<file path="config.mk">
export PLATFORM = sky130hd
export DESIGN_NAME = al422b_2rgb_8s
export DESIGN_NICKNAME = d
export VERILOG_FILES = /design/src/rtl/al422b_2rgb_8s.sv
export SDC_FILE = /design/constraint.sdc
export NUM_CORES = 1
export LEC_CHECK = 0
export BUFFER_PORTS_ARGS = -buffer_cell sky130_fd_sc_hd__buf_2
export CORE_MARGIN = 1
export CORE_UTILIZATION = 45
export DETAILED_ROUTE_END_ITERATION = 10
export PLACE_DENSITY_LB_ADDON = 0.15
export SYNTH_ARGS = -nofsm -noshare
export SYNTH_HDL_FRONTEND = slang
export SYNTH_SLANG_ARGS = --single-unit
</file>
<file path="constraint.sdc">
create_clock -name in_clk -period 3 [get_ports in_clk]
set_input_delay 0.45 -clock in_clk [delete_from_list [all_inputs] [get_ports in_clk]]
set_output_delay 0.45 -clock in_clk [all_outputs]
set_load 0.01 [all_outputs]
</file>
<file path="src/rtl/al422b_2rgb_8s.sv">
`timescale 1ns/1ps
// HUB75 1/8-scan dual-RGB panel driver streaming pixels from an AL422B FIFO.
// The FIFO is rewound once per frame so row r, cycle c always reads address r*ROW_CYCLES+c.
module al422b_2rgb_8s #(
    parameter int COLS       = 32,
    parameter int ROW_CYCLES = 256
) (
    input  logic       in_clk,
    input  logic       in_nrst,
    input  logic [7:0] in_data,
    output logic       al422_nrst,
    output logic       led_clk_out,
    output logic       led_lat_out,
    output logic       led_oe_out,
    output logic [4:0] led_row,
    output logic [2:0] rgb1,
    output logic [2:0] rgb2
);

    localparam int CW = $clog2(ROW_CYCLES);

    localparam logic [CW-1:0] C_LAST  = CW'(ROW_CYCLES - 1);
    localparam logic [CW-1:0] C_PRE   = CW'(ROW_CYCLES - 2);
    localparam logic [CW-1:0] C_EDGE  = CW'(2 * COLS);
    localparam logic [CW-1:0] C_BLANK = CW'(2 * COLS + 1);
    localparam logic [CW-1:0] C_LAT   = CW'(2 * COLS + 2);
    localparam logic [CW-1:0] C_ROW   = CW'(2 * COLS + 3);
    localparam logic [CW-1:0] C_SHOW  = CW'(2 * COLS + 4);

    logic [CW-1:0] c_q, c_d;
    logic [2:0]    row_q, row_d;
    logic [2:0]    temp_q, temp_d;
    logic [2:0]    rgb1_q, rgb1_d;
    logic [2:0]    rgb2_q, rgb2_d;
    logic [2:0]    lrow_q, lrow_d;
    logic          clk_q, clk_d;
    logic          lat_q, lat_d;
    logic          oe_q, oe_d;
    logic          nrst_q, nrst_d;

    always_ff @(posedge in_clk or negedge in_nrst) begin
        if (!in_nrst) begin
            c_q    <= '0;
            row_q  <= '0;
            temp_q <= '0;
            rgb1_q <= '0;
            rgb2_q <= '0;
            lrow_q <= '0;
            clk_q  <= 1'b0;
            lat_q  <= 1'b0;
            oe_q   <= 1'b1;
            nrst_q <= 1'b0;
        end else begin
            c_q    <= c_d;
            row_q  <= row_d;
            temp_q <= temp_d;
            rgb1_q <= rgb1_d;
            rgb2_q <= rgb2_d;
            lrow_q <= lrow_d;
            clk_q  <= clk_d;
            lat_q  <= lat_d;
            oe_q   <= oe_d;
            nrst_q <= nrst_d;
        end
    end

    always_comb begin
        c_d    = c_q + 1'b1;
        row_d  = row_q;
        temp_d = temp_q;
        rgb1_d = rgb1_q;
        rgb2_d = rgb2_q;
        lrow_d = lrow_q;
        clk_d  = clk_q;
        lat_d  = lat_q;
        oe_d   = oe_q;

        if (c_q == C_LAST) begin
            c_d   = '0;
            row_d = row_q + 1'b1;
        end

        // Pulse lands in the last cycle of row 7, so row 0 reads address 0.
        nrst_d = !((row_q == 3'd7) && (c_q == C_PRE));

        if (c_q < C_EDGE) begin
            if (!c_q[0]) begin
                temp_d = in_data[2:0];
                clk_d  = (c_q != '0);
            end else begin
                rgb1_d = temp_q;
                rgb2_d = in_data[2:0];
                clk_d  = 1'b0;
            end
        end else begin
            case (c_q)
                C_EDGE:  clk_d = 1'b1;
                C_BLANK: begin
                    clk_d = 1'b0;
                    oe_d  = 1'b1;
                end
                C_LAT:   lat_d = 1'b1;
                C_ROW:   begin
                    lat_d  = 1'b0;
                    lrow_d = row_q;
                end
                C_SHOW:  oe_d = 1'b0;
                default: ;
            endcase
        end
    end

    assign al422_nrst  = nrst_q;
    assign led_clk_out = clk_q;
    assign led_lat_out = lat_q;
    assign led_oe_out  = oe_q;
    assign led_row     = {2'b00, lrow_q};
    assign rgb1        = rgb1_q;
    assign rgb2        = rgb2_q;

endmodule

</file>
==> metrics.txt, run 1 <==
Max Slew Vio Count 0; initial antenna violation count 0; Seq cells post-synth 27; DP Worst Slack 1.39 ns; I/O pin cnt 25; final WL 2160 um; post-route cell area 1420 um^2; Pwr Density 390 nW/um^2; Cell Area, Synth 1300 um^2; Setup crit start kind flip-flop; CTS tree built; Cells after Synth 104; met1 usage 0.225; root buf cell clkbuf_4; Final Power 552 uW; Crit Reg-Reg Startpoint c_q[6]$_DFF_PN0_; Hold WS 0.119 ns; critical path class flip-flop to flip-flop; Max clock buf depth 2; DRT Pass-1 Iters 4; status finished, final reports clean; final hold vios 0; Max-slew headroom 0.590; Syn. warnings 0; FF-to-FF path depth 3; Tightest Hold Check Type primary input to asynchronous set/reset pin; final setup margin 1.37 ns; multi-input logic area 574 um^2; HPWL Detailed 1510 um; placed cell count 147; Non-Filler Instances 151; first-pass GRT wire length 3740 um; DIE AREA 3120 um^2; setup TNS 0 ns; Final setup viols 0; max cap viols 0; Reg2Reg Setup Slack 1.37 ns; measured slew at the worst slew-check pin 0.614 ns; GP Congestion 0.761; Critical Path AT 1.85 ns; number of fill cells 264; count of input and output buffers 17; hold_buf cts 0; R2R Path End lrow_q[1]$_DFFE_PN0P_; Die Y 55.8 um; grt met2 use 0.234; vias in the first global route 765; DRC 0; Reg clk slew, reported paths 0.14 ns; GRT busiest layer met2; ratio of cells with drive above 1 in the final layout 0.342; CP Max Fanout 10; Core ar. 2760 um^2; placed cell areas 1390 um^2; grt met3 use 0.0209; Post-CTS Repair Setup Buffers 0; worst skew pair latency 0.32 ns; clk_skew 0.00732 ns; DRT antenna net count 0; syn avg cell area 12.5 um^2; H-tree levels 1; ANT cells 0; Netlist cell types 32; Area growth, synth to finish 8.64%; Routed wire per std cell 14.3 um; final period demand of the worst path 1.63 ns; P_leak 0.677 nW; Fmax achieved 0.614 GHz; Sink Count 27; via count 802; pin count of the biggest net entering global routing 28; final period utilization 0.543; Worst Setup End Kind flip-flop; drt via density 5.31; Seq/Total Area, Yosys 0.519; initial drt markers 14; PostCTS Resize Cnt 0; die width 55.8 um; register area 677 um^2; Crit path required time 3.22 ns; worst vdd ir 288 uV; GRT Util Overall 0.159; final core utilization 0.514; Initial Util 0.473; Overflow after GRT 0; Core Rows 19; RSZ-0062 raised after global routing false; TritonCTS buffer count 3; fin nets 138
==> layer usage <==
metal | routed length (um) | vias to the layer above | share of wire
met5 | 0 | - | 0
met4 | 58 | 0 | 0.027
met3 | 52 | 4 | 0.024
met2 | 978 | 13 | 0.45
met1 | 1070 | 396 | 0.50
li1 | - | 389 | -
==> area by class of cell <==
type                    count  share of cell area
clock buffers               4              0.0186
inverters                   4              0.0106
multi-input cells          68               0.405
flip-flops and latches     27               0.478
well taps                  31              0.0274
repair buffers             17              0.0601
==> cells in the final DEF, fill, tap and decap left out <==
master,count
dfrtp_1,26
o21a_1,1
nor2b_1,4
mux2_2,11
clkbuf_1,1
nand4_1,3
nor2_1,5
o21bai_1,1
mux2_4,3
nand3_2,1
nor3_1,5
ha_1,7
inv_1,4
or3_1,2
conb_1,2
o21ai_0,3
dfstp_2,1
buf_2,17
nor4_4,1
xor2_1,3
clkbuf_4,3
nand2_1,1
xnor2_1,2
a31oi_1,3
and3b_1,1
nor2_4,1
a21oi_1,2
nor3_4,1
nand3_1,2
and3_4,1
or2_2,1
and4_1,1
==> kinds of logic (layout without fill, tap and decap cells) <==
logic type | Yosys count | in the layout | synth area share
adders and majority gates | 7 | 7 | 0.0672
muxes | 14 | 14 | 0.130
DFF | 27 | 27 | 0.519
buffers and inverters | 10 | 25 | 0.0432
and+or+nand+nor | 30 | 30 | 0.159
AOI/OAI and AO/OA | 10 | 10 | 0.0451
other | 1 | 2 | 0.00288
xor gates and xnor gates | 5 | 5 | 0.0336
==> synthesized netlist by cell type <==
| cell type | instances | share of area |
|---|---|---|
| mux2_2 | 11 | 0.095 |
| nand2_1 | 1 | 0.0029 |
| dfstp_2 | 1 | 0.020 |
| nand3_2 | 1 | 0.0077 |
| o21bai_1 | 1 | 0.0058 |
| xor2_1 | 3 | 0.020 |
| buf_2 | 3 | 0.012 |
| nor4_4 | 1 | 0.016 |
| ha_1 | 7 | 0.067 |
| o21ai_0 | 3 | 0.012 |
| conb_1 | 1 | 0.0029 |
| nor2_4 | 1 | 0.0086 |
| buf_4 | 2 | 0.012 |
| nor2b_1 | 4 | 0.019 |
| nor3_1 | 5 | 0.019 |
| xnor2_1 | 2 | 0.013 |
| or3_1 | 2 | 0.0096 |
| a31oi_1 | 3 | 0.014 |
| nor2_1 | 5 | 0.014 |
| inv_1 | 4 | 0.012 |
| or2_2 | 1 | 0.0048 |
| a21oi_1 | 2 | 0.0077 |
| nor3_4 | 1 | 0.012 |
| mux2_4 | 3 | 0.035 |
| nand3_1 | 2 | 0.0077 |
| and3b_1 | 1 | 0.0067 |
| buf_6 | 1 | 0.0086 |
| and3_4 | 1 | 0.0086 |
| o21a_1 | 1 | 0.0058 |
| nand4_1 | 3 | 0.014 |
| and4_1 | 1 | 0.0067 |
| dfrtp_1 | 26 | 0.50 |
==> where the power goes <==
| group | switching (mW) | total (mW) | leakage (nW) | internal [mW] |
|---|---|---|---|---|
| clock | 0.105 | 0.157 | 0.0150 | 0.0521 |
| sequential | 0.00266 | 0.373 | 0.328 | 0.370 |
| combinational | 0.0139 | 0.0228 | 0.334 | 0.00895 |
==> worst max-delay path, cell delays in order (launching register included) <==
cell     delay [ns]
dfrtp_1        0.58
nor2b_1        0.36
and3_4         0.28
mux2_4         0.30
==> sequential cells by signal, summed over array words and instances, names as in the netlist <==
name         cells
temp_q           3
led_clk_out      1
lrow_q           3
rgb2             3
led_lat_out      1
led_oe_out       1
c_q              8
row_q            3
rgb1             3
al422_nrst       1
==> worst max-delay path by stage <==
stage	startpoint	end	slack, ns	cells after the start
floorplan	c_q[4]$_DFF_PN0_	lrow_q[0]$_DFFE_PN0P_	1.53	4
global placement	c_q[4]$_DFF_PN0_	lrow_q[0]$_DFFE_PN0P_	1.41	3
detailed placement	c_q[4]$_DFF_PN0_	lrow_q[0]$_DFFE_PN0P_	1.39	3
CTS	c_q[4]$_DFF_PN0_	lrow_q[1]$_DFFE_PN0P_	1.36	3
global route	c_q[0]$_DFF_PN0_	row_q[1]$_DFFE_PN0N_	1.27	4
finish	c_q[6]$_DFF_PN0_	lrow_q[1]$_DFFE_PN0P_	1.37	3
Power figures use the tool's default switching activity.
==> inputs of run 2 (changes only) <==
ABC_AREA = 1   (was not set)
clock period = 1.4 ns   (was 3 ns; I/O delays follow)
==> run 2 against run 1 <==
  * Combinational power increased by 120%
  * First-iteration DRC count increased by 21%
  * Via count up 26%
  * Area after synthesis up 1.9%
  * Core utilization grew 2.4 points
  * Cell count rose by 38%
  * Sequential cell count is the same
  * Fmax up 29%
  * Hold slack better by 0.024 ns
  * Routed wire length increased by 12%
  * Power rose by 120%
==> metrics.txt, run 2 <==
status finished, final reports clean (unchanged); CP Max Fanout 7 (was 10); Seq cells post-synth 27 (unchanged); Reg2Reg Setup Slack 0.14 ns (was 1.37 ns); Cell Area, Synth 1330 um^2 (was 1300 um^2); Worst path slowest cell dfrtp_2 (was dfrtp_1); Max-slew headroom 0.602 (was 0.590); DRC 0 (unchanged); final period demand of the worst path 1.26 ns (was 1.63 ns); root buf cell clkbuf_4 (unchanged); final hold vios 0 (unchanged); Final Power 1.19 mW (was 552 uW); ratio of cells with drive above 1 in the final layout 0.209 (was 0.342); Core ar. 2780 um^2 (was 2760 um^2); Syn. warnings 0 (unchanged); Fmax achieved 0.794 GHz (was 0.614 GHz); final WL 2420 um (was 2160 um); FF-to-FF path depth 8 (was 3); final core utilization 0.537 (was 0.514); Core Rows 19 (unchanged); Reg clk slew, reported paths 0.14 ns (about the same); Commonest cells post-synth nand2_1, dfrtp_1, inv_1 (was dfrtp_1, mux2_2, ha_1); number of enable flip-flop cells after synthesis 0 (unchanged); pin count of the biggest net entering global routing 28 (unchanged); worst vdd ir 503 uV (was 288 uV); Cells after Synth 154 (was 104); DP Worst Slack 0.0553 ns (was 1.39 ns); Worst Setup End Kind flip-flop (unchanged); syn avg cell area 8.63 um^2 (was 12.5 um^2); max cap viols 0 (unchanged); final setup margin 0.141 ns (was 1.37 ns); die width 56.3 um (was 55.8 um); placed cell areas 1440 um^2 (was 1390 um^2); Sink Count 27 (unchanged); critical path class flip-flop to flip-flop (unchanged); initial drt markers 17 (was 14); H-tree levels 1 (unchanged); CTS tree built (unchanged); Critical Path AT 1.54 ns (was 1.85 ns); via count 1,012 (was 802); setup TNS 0 ns (unchanged); Max clock buf depth 2 (unchanged); DRT antenna net count 0 (unchanged); DRT Pass-1 Iters 4 (unchanged); most common cell after layout, fill and taps aside nand2_1 (was dfrtp_1); first-pass GRT wire length 4140 um (was 3740 um); Tightest Hold Check Type primary input to flip-flop (was primary input to asynchronous set/reset pin); Synth area leader dfrtp_1 (unchanged); most frequent cells in the layout nand2_1, dfrtp_1, inv_1 (was dfrtp_1, buf_2, mux2_2); Max Slew Vio Count 0 (unchanged); TritonCTS buffer count 3 (unchanged); I/O pin cnt 25 (unchanged); Overflow after GRT 0 (unchanged); Synth area leaders dfrtp_1, nand2_1, ha_1 (was dfrtp_1, mux2_2, ha_1); DIE AREA 3170 um^2 (was 3120 um^2); Seq/Total Area, Yosys 0.509 (was 0.519); count of input and output buffers 17 (unchanged); ys flop type dfrtp_1 (unchanged); Netlist cell types 22 (was 32); fraction of registers with async set/reset 1.00 (unchanged); WHS Path Cells 3; Setup crit start kind flip-flop (unchanged); crit-path cells inv_1 -> ha_1 -> inv_1 -> nor2_1 -> nand2_1 -> nand2_1 -> nand2_1 -> nand2_1 (was nor2b_1 -> and3_4 -> mux2_4); Crit path largest cell delay 0.48 ns (was 0.58 ns); Routed wire per std cell 11.6 um (was 14.3 um); fin nets 195 (was 138); clk_skew 0.00169 ns (was 0.00732 ns); Top reg by flops c_q (unchanged); final period utilization 0.899 (was 0.543); measured slew at the worst slew-check pin 0.596 ns (was 0.614 ns); vias in the first global route 957 (was 765); RSZ-0062 raised after global routing false (unchanged); ANT cells 0 (unchanged); number of flip-flops in the largest register 8 (unchanged); Area growth, synth to finish 12.4% (was 8.64%); P_leak 0.860 nW (was 0.677 nW); drt via density 4.87 (was 5.31); Final setup viols 0 (unchanged); Crit path required time 1.68 ns (was 3.22 ns); Pwr Density 798 nW/um^2 (was 390 nW/um^2); most frequent CP cell nand2_1; HPWL Detailed 1800 um (was 1510 um); Yosys top cell area share 0.490 (was 0.499); initial antenna violation count 0 (unchanged); Die Y 56.3 um (was 55.8 um); GP Congestion 0.744 (was 0.761); post-route cell area 1490 um^2 (was 1420 um^2); GRT Util Overall 0.168 (was 0.159); worst skew pair latency 0.32 ns (about the same); Initial Util 0.478 (was 0.473); most common cell in the netlist nand2_1 (was dfrtp_1)
[run 2: where the power goes]
part           internal (mW)  leakage, nW  switching (mW)
Combinational         0.0175        0.517          0.0330
Clock                  0.112       0.0150           0.230
Sequential             0.793        0.328         0.00635
Total                  0.922        0.860           0.269
[run 2: cells by family after synthesis]
family | Yosys count | synth area share
buffers and inverters | 23 | 0.0706
other | 1 | 0.00282
adder cells (fa/ha/maj) | 7 | 0.0659
AO/OA/AOI/OAI | 12 | 0.0452
flip-flops | 27 | 0.509
XOR/XNOR | 1 | 0.00659
AND/OR/NAND/NOR | 83 | 0.299
[run 2: final timing paths]
kind | startpoint | to
worst max-delay path | c_q[0]$_DFF_PN0_ | led_clk_out$_DFFE_PN0P_
worst min-delay path | in_data[2] | temp_q[2]$_DFFE_PN0P_
worst max register to register | c_q[0]$_DFF_PN0_ | led_clk_out$_DFFE_PN0P_
worst min register to register | rgb1[0]$_DFFE_PN0P_ | rgb1[0]$_DFFE_PN0P_
max in group asynchronous | in_nrst | c_q[0]$_DFF_PN0_
min in group asynchronous | in_nrst | c_q[7]$_DFF_PN0_
[run 2: worst max-delay path: cells and delay by family (launching register included)]
family / cells / cell delay, ns
flip-flops: 1 / 0.48
AND/OR/NAND/NOR: 5 / 0.35
buffers and inverters: 2 / 0.18
adder cells (fa/ha/maj): 1 / 0.19
[run 2: layer usage]
layer	routed length, um	share of wire	global-route usage	up-vias
li1	-	-	-	514
met1	1180	0.49	0.229	461
met2	1100	0.45	0.281	29
met3	88	0.036	0.0207	8
met4	46	0.019	0.0523	0
met5	0	0	0	-
[run 2: cell type report]
| cell class | count | area (um^2) |
|---|---|---|
| clock buffer | 4 | 26.3 |
| fill | 257 | 1290 |
| inverter | 21 | 78.8 |
| multi-input combinational | 105 | 562 |
| sequential | 27 | 678 |
| tap | 31 | 38.8 |
| timing repair buffer | 20 | 110 |
[run 2: through the flow]
| step | cells | hold WS [ns] |
|---|---|---|
| floorplan | 155 | -0.0856 |
| global placement | 201 | 0.244 |
| detailed placement | 201 | 0.256 |
| CTS | 206 | 0.149 |
| global route | 208 | 0.179 |
| finish | 208 | 0.143 |
[run 2: what timing repair did]
item | 4_1_cts | 5_1_grt
setup endpoints to repair | 0 | 9
buffers inserted | 0 | 2
hold buffers | 1 | 0
endpoints found under the hold margin | 26 | 0
resized for setup | 0 | 1
